[config.mk]
export PLATFORM = sky130hd
export DESIGN_NAME = fp_int_mac_ctrl
export DESIGN_NICKNAME = d
export VERILOG_FILES = /design/src/rtl/fp_int_mac_ctrl.sv
export SDC_FILE = /design/constraint.sdc
export NUM_CORES = 1
export LEC_CHECK = 0
export BUFFER_PORTS_ARGS = -buffer_cell sky130_fd_sc_hd__buf_2
export CORE_ASPECT_RATIO = 1.1
export CORE_MARGIN = 2
export CORE_UTILIZATION = 41
export DETAILED_ROUTE_END_ITERATION = 10
export PLACE_DENSITY = 0.76
export SETUP_SLACK_MARGIN = 0.15
export SYNTH_ARGS = -nofsm -noshare
export SYNTH_HDL_FRONTEND = slang
export SYNTH_SLANG_ARGS = --single-unit
[constraint.sdc]
create_clock -name clk -period 1.7 [get_ports clk]
set_input_delay 0.255 -clock clk [delete_from_list [all_inputs] [get_ports clk]]
set_output_delay 0.255 -clock clk [all_outputs]
set_load 0.03 [all_outputs]
[src/rtl/fp_int_mac_ctrl.sv]
// Sequencer feeding (fp16 activation, int weight) elements bit-serially to an external MAC unit
// and chaining its exponent/accumulator between elements. Optional macro FP_INT_MAC_CTRL_TIMEOUT_EN.
module fp_int_mac_ctrl #(
  parameter int unsigned ACT_WIDTH = 16,
  parameter int unsigned ACC_WIDTH = 32,
  parameter int unsigned LEN_WIDTH = 8
) (
  input  logic                 clk,
  input  logic                 rst,
  input  logic                 start,
  input  logic [LEN_WIDTH-1:0] cfg_len,
  input  logic [3:0]           cfg_precision,
  output logic                 busy,
  input  logic                 in_valid,
  output logic                 in_ready,
  input  logic [ACT_WIDTH-1:0] in_act,
  input  logic [3:0]           in_w,
  output logic                 mac_valid,
  output logic                 mac_w,
  output logic [ACT_WIDTH-1:0] mac_act,
  output logic [3:0]           mac_precision,
  output logic [4:0]           mac_exp_set,
  output logic [31:0]          mac_acc,
  input  logic [4:0]           mac_exp_out,
  input  logic [31:0]          mac_acc_out,
  input  logic                 mac_done,
  output logic                 res_valid,
  input  logic                 res_ready,
  output logic [4:0]           res_exp,
  output logic [ACC_WIDTH-1:0] res_acc,
  output logic                 err
);

  localparam logic [2:0] StIdle = 3'd0;
  localparam logic [2:0] StLoad = 3'd1;
  localparam logic [2:0] StFeed = 3'd2;
  localparam logic [2:0] StWait = 3'd3;
  localparam logic [2:0] StOut  = 3'd4;

  logic [2:0]           state_q, state_d;
  logic [LEN_WIDTH-1:0] len_q, len_d;
  logic [3:0]           prec_q, prec_d;
  logic [ACT_WIDTH-1:0] act_q, act_d;
  logic [3:0]           w_q, w_d;
  logic [1:0]           bit_cnt_q, bit_cnt_d;
  logic [4:0]           exp_q, exp_d;
  logic [31:0]          acc_q, acc_d;
  logic [3:0]           prec_eff;
  logic                 last_bit;

`ifdef FP_INT_MAC_CTRL_TIMEOUT_EN
  logic [5:0] wdog_q, wdog_d;
  logic       err_q, err_d;
`endif

  // Out-of-range precision falls back to the full 4-bit weight.
  assign prec_eff = (cfg_precision >= 4'd1 && cfg_precision <= 4'd4) ? cfg_precision : 4'd4;
  assign last_bit = ({2'b00, bit_cnt_q} == (prec_q - 4'd1));

  always_comb begin
    state_d   = state_q;
    len_d     = len_q;
    prec_d    = prec_q;
    act_d     = act_q;
    w_d       = w_q;
    bit_cnt_d = bit_cnt_q;
    exp_d     = exp_q;
    acc_d     = acc_q;
`ifdef FP_INT_MAC_CTRL_TIMEOUT_EN
    wdog_d    = wdog_q;
    err_d     = err_q;
`endif
    case (state_q)
      StIdle: begin
        if (start) begin
          len_d   = cfg_len;
          prec_d  = prec_eff;
          exp_d   = '0;
          acc_d   = '0;
          state_d = (cfg_len == '0) ? StOut : StLoad;
        end
      end
      StLoad: begin
        if (in_valid) begin
          act_d     = in_act;
          w_d       = in_w;
          bit_cnt_d = '0;
          state_d   = StFeed;
        end
      end
      StFeed: begin
        if (last_bit) begin
          state_d = StWait;
`ifdef FP_INT_MAC_CTRL_TIMEOUT_EN
          wdog_d  = '0;
`endif
        end else begin
          bit_cnt_d = bit_cnt_q + 2'd1;
        end
      end
      StWait: begin
        if (mac_done) begin
          exp_d   = mac_exp_out;
          acc_d   = mac_acc_out;
          len_d   = len_q - LEN_WIDTH'(1);
          state_d = (len_q == LEN_WIDTH'(1)) ? StOut : StLoad;
        end
`ifdef FP_INT_MAC_CTRL_TIMEOUT_EN
        else if (wdog_q == 6'd63) begin
          err_d   = 1'b1;
          state_d = StOut;
        end else begin
          wdog_d = wdog_q + 6'd1;
        end
`endif
      end
      StOut: begin
        if (res_ready) begin
          state_d = StIdle;
`ifdef FP_INT_MAC_CTRL_TIMEOUT_EN
          err_d   = 1'b0;
`endif
        end
      end
      default: state_d = StIdle;
    endcase
  end

  always_ff @(posedge clk) begin
    if (rst) begin
      state_q   <= StIdle;
      len_q     <= '0;
      prec_q    <= '0;
      act_q     <= '0;
      w_q       <= '0;
      bit_cnt_q <= '0;
      exp_q     <= '0;
      acc_q     <= '0;
`ifdef FP_INT_MAC_CTRL_TIMEOUT_EN
      wdog_q    <= '0;
      err_q     <= 1'b0;
`endif
    end else begin
      state_q   <= state_d;
      len_q     <= len_d;
      prec_q    <= prec_d;
      act_q     <= act_d;
      w_q       <= w_d;
      bit_cnt_q <= bit_cnt_d;
      exp_q     <= exp_d;
      acc_q     <= acc_d;
`ifdef FP_INT_MAC_CTRL_TIMEOUT_EN
      wdog_q    <= wdog_d;
      err_q     <= err_d;
`endif
    end
  end

  assign busy          = (state_q != StIdle);
  assign in_ready      = (state_q == StLoad);
  assign mac_valid     = (state_q == StFeed);
  assign mac_w         = mac_valid & w_q[bit_cnt_q];
  assign mac_act       = act_q;
  assign mac_precision = prec_q;
  assign mac_exp_set   = exp_q;
  assign mac_acc       = acc_q;
  assign res_valid     = (state_q == StOut);
  assign res_exp       = exp_q;

`ifdef FP_INT_MAC_CTRL_TIMEOUT_EN
  assign err = err_q;
`else
  assign err = 1'b0;
`endif

  if (ACC_WIDTH > 32) begin : gen_acc_ext
    assign res_acc = {{(ACC_WIDTH - 32){1'b0}}, acc_q};
  end else begin : gen_acc_trunc
    assign res_acc = acc_q[ACC_WIDTH-1:0];
  end

endmodule

==> results of run 1 <==
==> what timing repair did <==
action | 4_1_cts | 5_1_grt
pin swaps | 17 | 123
cloned | 2 | 8
resized for setup | 40 | 182
setup buffers | 17 | 12
endpoints found under the setup margin | 21 | 69
endpoints found under the hold margin | 0 | 0
==> cell usage after synthesis (all sizes together), types with 2 or more instances <==
cell / count
xnor2: 3
a21o: 2
a31oi: 3
and2: 4
a22oi: 2
nand2: 90
nor4: 3
nand2b: 2
o211ai: 2
a21oi: 70
nand3: 43
o22ai: 3
clkbuf: 14
nor3: 7
ha: 3
nor2: 16
dfxtp: 74
o21ai: 7
buf: 54
nor3b: 2
a211oi: 2
nand3b: 3
inv: 7
==> per-layer routing <==
layer | global-route usage | up-vias | share of wire
li1 | - | 1792 | -
met1 | 0.2298 | 1802 | 0.37
met2 | 0.3614 | 165 | 0.56
met3 | 0.04505 | 16 | 0.056
met4 | 0.08508 | 0 | 0.018
met5 | 0 | - | 0
==> cells by family after synthesis <==
group / Yosys count / share of synthesized area
simple gates: 175 / 0.2271
compound gates: 102 / 0.1742
buf+inv: 75 / 0.1375
flops: 74 / 0.4296
xor+xnor: 4 / 0.01016
fa+ha+maj: 3 / 0.01089
mux: 2 / 0.009434
other cells: 1 / 0.001087
==> final cells by class <==
| class | count | area [um^2] | share of cell area |
|---|---|---|---|
| Inverter | 7 | 26.28 | 0.004512 |
| Tap cell | 111 | 138.9 | 0.02385 |
| Multi-Input combinational cell | 287 | 2280 | 0.3915 |
| Timing Repair Buffer | 228 | 1664 | 0.2858 |
| Clock inverter | 7 | 93.84 | 0.01612 |
| Clock buffer | 9 | 123.9 | 0.02127 |
| Sequential cell | 74 | 1496 | 0.2570 |
==> where the power goes <==
group,total [mW],internal (mW),switching [mW]
Sequential,1.87,1.81,0.0630
Clock,1.50,0.824,0.676
Combinational,1.53,0.707,0.819
Total,4.89,3.34,1.56
==> registers in the layout, summed over array words and instances (netlist names) <==
name and flops:
state_q 3, w_q 4, mac_act 16, bit_cnt_q 2, len_q 8, mac_exp_set 5, mac_precision 4, mac_acc 32
==> worst min path at each step <==
stage | startpoint | to | slack, ns | cells after the start
floorplan | in_w[0] | w_q[0] | 0.39 | 2
global route | in_act[14] | mac_act[14] | 0.13 | 3
detailed placement | mac_act[4] | mac_act[4] | 0.44 | 2
CTS | in_act[2] | mac_act[2] | 0.13 | 3
global placement | w_q[3] | w_q[3] | 0.44 | 2
finish | in_act[14] | mac_act[14] | 0.15 | 3
==> critical path, stage by stage, from the launching register on <==
cell and delay [ns]:
dfxtp_2 0.35, mux4_2 0.49, and2_4 0.15, buf_6 0.13
==> stage by stage <==
| step | instances | hold WS (ns) |
|---|---|---|
| CTS | 703 | 0.1338 |
| finish | 723 | 0.1535 |
| global route | 723 | 0.1343 |
| detailed placement | 668 | 0.4446 |
| floorplan | 436 | 0.3910 |
| global placement | 668 | 0.4390 |
==> impl_summary.txt, run 1 <==
----------------------------------------------------
[Critical path]
  Data arrival time of the critical path ... around 1.5 ns
  Launching element of the worst setup path ... bit_cnt_q[0]
  Kind of critical path ... reg2out
  Required time at the worst-slack endpoint ... around 1.4 ns
  Kind of capture point of the worst setup path ... primary output
  RR Startpoint ... state_q[0]
  Number of cells on the worst reg-to-reg path ... 7
  Capturing point of the worst reg2reg path ... mac_exp_set[4]
  Startpoint type of the worst setup path ... flip-flop
  Worst Path Max Fanout ... 2
  Reg-to-reg slack, setup ... roughly 0.06 ns
  End of the critical path ... mac_w

[Synthesis]
  Netlist Area Pre-Place ... 0.003448 mm^2
  Number of warnings reported in the yosys synthesis log ... 0
  Top post-synthesis cells by area ... dfxtp_1 (43%), a21oi_1 (10%), nand2_1 (9.8%)
  Cells after synthesis ... around 440
  Post-synthesis cell type with the largest combined area ... dfxtp_1
  Main flop type after synthesis ... dfxtp_1
  Fraction of registers with async set or reset after synthesis ... 0
  Count of unique library cells instantiated by Yosys ... a little under 50
  Post-Synthesis Net Count ... around 510
  Register bit count reported by yosys ... between 70 and 80
  Share of the yosys chip area belonging to registers ... 0.4296
  Number of flops mapped to enable cells by yosys ... 0
  Synthesized area per cell ... 7.909 um^2
  Post-synth top area share ... 0.4296

[GRT]
  Global routing usage summed across all routing layers ... 0.2012
  Total overflow reported by the global router ... 0
  Number of antenna violations at the first check in global routing ... 0
  Vias in the first global route ... 3,307
  Pin count of the biggest net entering global routing ... 41
  Global-route wire length before repair ... ~15 mm

[Final layout]
  Commonest non-fill, non-tap cell in the layout ... buf_2
  Final core area utilization ... 0.7036
  Layout cells sized above 1 ... 0.6487
  Final standard cell area without fillers ... approximately 0.0058 mm^2
  Count of filler cells inserted in the layout ... around 610
  Area delta synth->final ... 68.87%
  Net count reported at finish ... roughly 700
  ANT cells ... 0
  Commonest cells after routing, fill and taps aside ... buf_2 (168), nand2_1 (70), dfxtp_1 (68), a21oi_2 (49), nand3_2 (26)

[Job]
  Max cap viols ... 0

[Clocking]
  Maximum clock path buffer count ... 2
  CTS clk-pin slew, worst paths ... around 0.09 ns
  # H-tree levels ... 3
  Clock tree root buffer cell ... clkbuf_8
  TritonCTS clock tree ... done
  Clock insertion delay at the later pin of the skew report ... between 0.3 and 0.4 ns
  Clock buffers created by TritonCTS ... 9
  CTS Sinks ... 74
  Post-CTS Hold Fix Bufs ... 0

[STA]
  Post-route minimum period ... between 1.5 and 2 ns
  Final hold violation count ... 0
  Setup tns final ... -0.01280 ns
  Worst-Margin Slew ... roughly 0.67 ns
  Peak clock frequency supported by timing ... ~580 MHz
  Final worst slack ... -0.01280 ns
  Final worst path period share ... 1.008
  Unrepaired setup endpoints after global routing ... yes
  Number of endpoints failing setup at the final stage ... 1
  Pins over their slew limit ... 0
  Max-slew headroom ... 0.5542
  Setup clock skew after layout ... approximately 0.015 ns

[Power]
  Power after layout ... ~4.9 mW
  Total power per unit cell area ... about 840 mW/mm^2
  Peak supply drop ... 0.0007013 V
  Leakage power of the design ... approximately 2.5 nW

[Run status]
  Status ... complete, but fails checks
  Failing checks ... negative setup slack

[Detailed routing]
  Post-detailed-route count of antenna-violating nets ... 0
  First-iteration detailed-routing DRC count ... between 100 and 150
  Number of remaining DRC errors ... 0
  TritonRoute pass-1 iters ... 5
  Routed wire length per instance ... around 16 um
  Routed wire length ... 11.73 mm
  Via count ... ~3,800
  Vias per inst ... around 5.2

[Place]
  Post-placement worst setup slack ... 0.08197 ns
  Final weighted congestion of routability-driven global placement ... slightly below 0.8
  Number of input and output port buffers inserted ... about 170
  Half-perimeter wire length after placement ... between 6 and 7 mm
  Post-place instance area ... between 0.004 and 0.005 mm^2

[Floorplanning]
  Effective utilization at floorplan ... 0.4166
  Num ports ... approximately 180
  Core area ... around 0.0083 mm^2
  Die area ... ~0.0092 mm^2
  Height of the chip ... between 100 and 150 um
  Floorplan row count ... 35
  Width of the die ... between 90 and 100 um

[Min path]
  Worst hold-check path type ... in2reg

----------------------------------------------------
No activity file was read; power rests on OpenSTA's default activity.
==> run 2, diff against run 1 <==
CELL_PAD_IN_SITES_DETAIL_PLACEMENT = 1   (was unset)
CELL_PAD_IN_SITES_GLOBAL_PLACEMENT = 1   (was unset)
CORE_UTILIZATION = 28   (was 41)
PLACE_DENSITY = unset   (was 0.76)
PLACE_DENSITY_LB_ADDON = 0.1   (was unset)
==> run 2 against run 1 <==
Compared with the run above:
- the run still ends with negative setup slack left
- non-clock buffer count up 7
- utilization down 19 points
- combinational power up 9%
- clock power up 55%
- via count down 0.56%
- power up 20%
- highest routed layer unchanged
- critical path type unchanged
- worst hold slack better by 0.0029 ns
- sequential cell count unchanged
- cell count up 7.3%
- critical path depth unchanged
- die area up 44%
- maximum frequency down 0.94%
==> impl_summary.txt, run 2 (synthesis results as in run 1) <==
----------------------------------------------------
[Run status]
  Status ... complete, but fails checks
  Failing checks ... negative setup slack

[Power]
  Power after layout ... 5.880 mW (+20%)
  Peak supply drop ... 0.0006254 V (-11%)
  Sequential power share ... 0.321 (-0.061)
  Switching part of the total ... 0.2928 (-0.02541)
  Sw power ... 1.722 mW (+11%)
  Portion of total power attributed to combinational logic ... 0.285 (-0.027)
  Int Power ... 4.158 mW (+25%)
  Proportion of power drawn by the clock network ... 0.394 (+0.088)
  Leakage power of the design ... 2.690 nW (+8.0%)
  Total power per unit cell area ... 943.6 mW/mm^2 (+12%)

[Floorplanning]
  Width of the die ... 109.8 um (+20%)
  Floorplan row count ... 42 (+20%)
  Core area ... 0.01203 mm^2 (+45%)
  Die area ... 0.01322 mm^2 (+44%)
  Effective utilization at floorplan ... 0.2865 (-0.1301)
  Num ports ... 175 (unchanged)
  Height of the chip ... 120.4 um (+20%)

[STA]
  Max-slew headroom ... 0.6452 (+0.09100)
  Number of endpoints failing setup at the final stage ... 1 (unchanged)
  Setup clock skew after layout ... 0.005884 ns (-0.009457 ns)
  Pins over their slew limit ... 0 (unchanged)
  Worst-Margin Slew ... 0.5321 ns (-0.1365 ns)
  Final hold violation count ... 0 (unchanged)
  Final worst path period share ... 1.017 (+0.009555)
  Peak clock frequency supported by timing ... 578.4 MHz (-0.94%)
  Unrepaired setup endpoints after global routing ... yes
  Final worst slack ... -0.02904 ns (-0.01624 ns)
  Post-route minimum period ... 1.729 ns (+0.01624 ns)

[Critical path]
  Reg-to-reg slack, setup ... 0.03 ns (-0.03 ns)
  Number of cells on the worst reg-to-reg path ... 6 (-1)
  Required time at the worst-slack endpoint ... 1.44 ns (about the same)
  Kind of capture point of the worst setup path ... primary output
  Data arrival time of the critical path ... 1.47 ns (about the same)
  RR Startpoint ... state_q[0]
  Launching element of the worst setup path ... bit_cnt_q[0]
  Worst Path Max Fanout ... 2 (unchanged)
  Capturing point of the worst reg2reg path ... mac_acc[15]
  Kind of critical path ... reg2out
  Startpoint type of the worst setup path ... flip-flop
  End of the critical path ... mac_w

[Detailed routing]
  Number of remaining DRC errors ... 0 (unchanged)
  Post-detailed-route count of antenna-violating nets ... 0 (unchanged)
  Vias per inst ... 4.838 (-7.3%)
  TritonRoute pass-1 iters ... 4 (-1)
  Via count ... 3,754 (-0.56%)
  First-iteration detailed-routing DRC count ... 110 (-25%)
  Routed wire length per instance ... 16.49 um (+1.6%)
  Routed wire length ... 12.80 mm (+9.1%)

[Final layout]
  Commonest non-fill, non-tap cell in the layout ... buf_2
  Layout cells sized above 1 ... 0.6774 (+0.02873)
  Commonest cells after routing, fill and taps aside ... buf_2 (168), dfxtp_1 (67), nand2_1 (53), a21oi_2 (43), nand2_4 (30)
  Area delta synth->final ... 80.70%
  Flip-flop count of the largest register after layout ... 32 (unchanged)
  Net count reported at finish ... 693 (+1.2%)
  Post-route insts no fill ... 776 (+7.3%)

[Clocking]
  CTS clk-pin slew, worst paths ... 0.06 ns (-0.03 ns)
  Clock insertion delay at the later pin of the skew report ... 0.34 ns (about the same)
  Maximum clock path buffer count ... 2 (unchanged)
  Clock buffers created by TritonCTS ... 9 (unchanged)
  CTS Sinks ... 74 (unchanged)
  Post-CTS Hold Fix Bufs ... 0 (unchanged)
  TritonCTS clock tree ... done
  Clock tree root buffer cell ... clkbuf_16
  # H-tree levels ... 3 (unchanged)

[Place]
  Number of input and output port buffers inserted ... 173 (unchanged)
  Half-perimeter wire length after placement ... 7.757 mm (+19%)
  Post-placement cell count ... 717 (+7.3%)
  Final weighted congestion of routability-driven global placement ... 0.7360 (-4.6%)

[Job]
  Max cap viols ... 0 (unchanged)

[GRT]
  Vias in the first global route ... 3,548 (+7.3%)
  Global routing usage summed across all routing layers ... 0.1640 (-0.03717)
  Pin count of the biggest net entering global routing ... 42 (+2.4%)
  Total overflow reported by the global router ... 0 (unchanged)
  Number of antenna violations at the first check in global routing ... 2 (+2)
  Global-route wire length before repair ... 17.11 mm (+13%)

[Min path]
  Worst hold-check path type ... in2reg

----------------------------------------------------
[run 2: area by class of cell]
type,instances,area (um^2)
diodes,2,5.005
clock buffers,12,267.8
clock inverters,4,95.09
fillers,1416,5803
inverters,7,28.78
multi-input cells,288,2441
flip-flops and latches,74,1500
well taps,154,192.7
repair buffers,235,1700
[run 2: worst min-delay path by stage]
| stage | cells after the start | startpoint | end |
|---|---|---|---|
| 5_1_grt | 3 | mac_exp_out[2] | mac_exp_set[2] |
| 2_1_floorplan | 2 | in_w[0] | w_q[0] |
| 6_report | 3 | mac_exp_out[2] | mac_exp_set[2] |
| 4_1_cts | 3 | in_act[5] | mac_act[5] |
| 3_5_place_dp | 2 | mac_act[1] | mac_act[1] |
| 3_3_place_gp | 2 | mac_act[2] | mac_act[2] |
[run 2: power groups by stage]
stage / Combinational (mW) / Sequential, mW / Clock (mW)
final: 1.67 / 1.89 / 2.32
after global routing: 1.78 / 1.90 / 2.44
after CTS: 1.03 / 1.86 / 2.38
after detailed placement: 0.915 / 1.90 / 0
after global placement: 0.904 / 1.90 / 0
after floorplan: 0.521 / 1.96 / 0
[run 2: metrics by stage]
step	TNS (ns)	util	setup slack (ns)	hold slack, ns	cell area (um^2)
5_1_grt	-0.05889	0.5176	-0.05889	0.1530	6228
3_3_place_gp	0	0.3572	0.08143	0.4406	4299
3_5_place_dp	0	0.3572	0.02447	0.4449	4299
2_1_floorplan	0	-	0.1566	0.3910	3472
4_1_cts	-0.03968	0.4075	-0.03968	0.1431	4903
6_report	-0.02904	0.5178	-0.02904	0.1563	6231
[run 2: routing by layer]
metal | routed length [um] | vias to the layer above | track usage
met5 | 0 | - | 0
met1 | 5212 | 1805 | 0.2024
met4 | 258 | 0 | 0.06646
met3 | 617 | 15 | 0.03288
met2 | 6706 | 116 | 0.2757
li1 | - | 1818 | -
[run 2: repair_timing]
action,4_1_cts,5_1_grt
pin swaps,11,130
gates cloned,0,10
resized for setup,32,236
setup endpoints to repair,60,73
setup buffers,16,15
[run 2: worst max-delay path: stages (launching register included)]
cell	delay [ns]
dfxtp_2	0.34
mux4_2	0.52
and2_4	0.16
buf_6	0.13
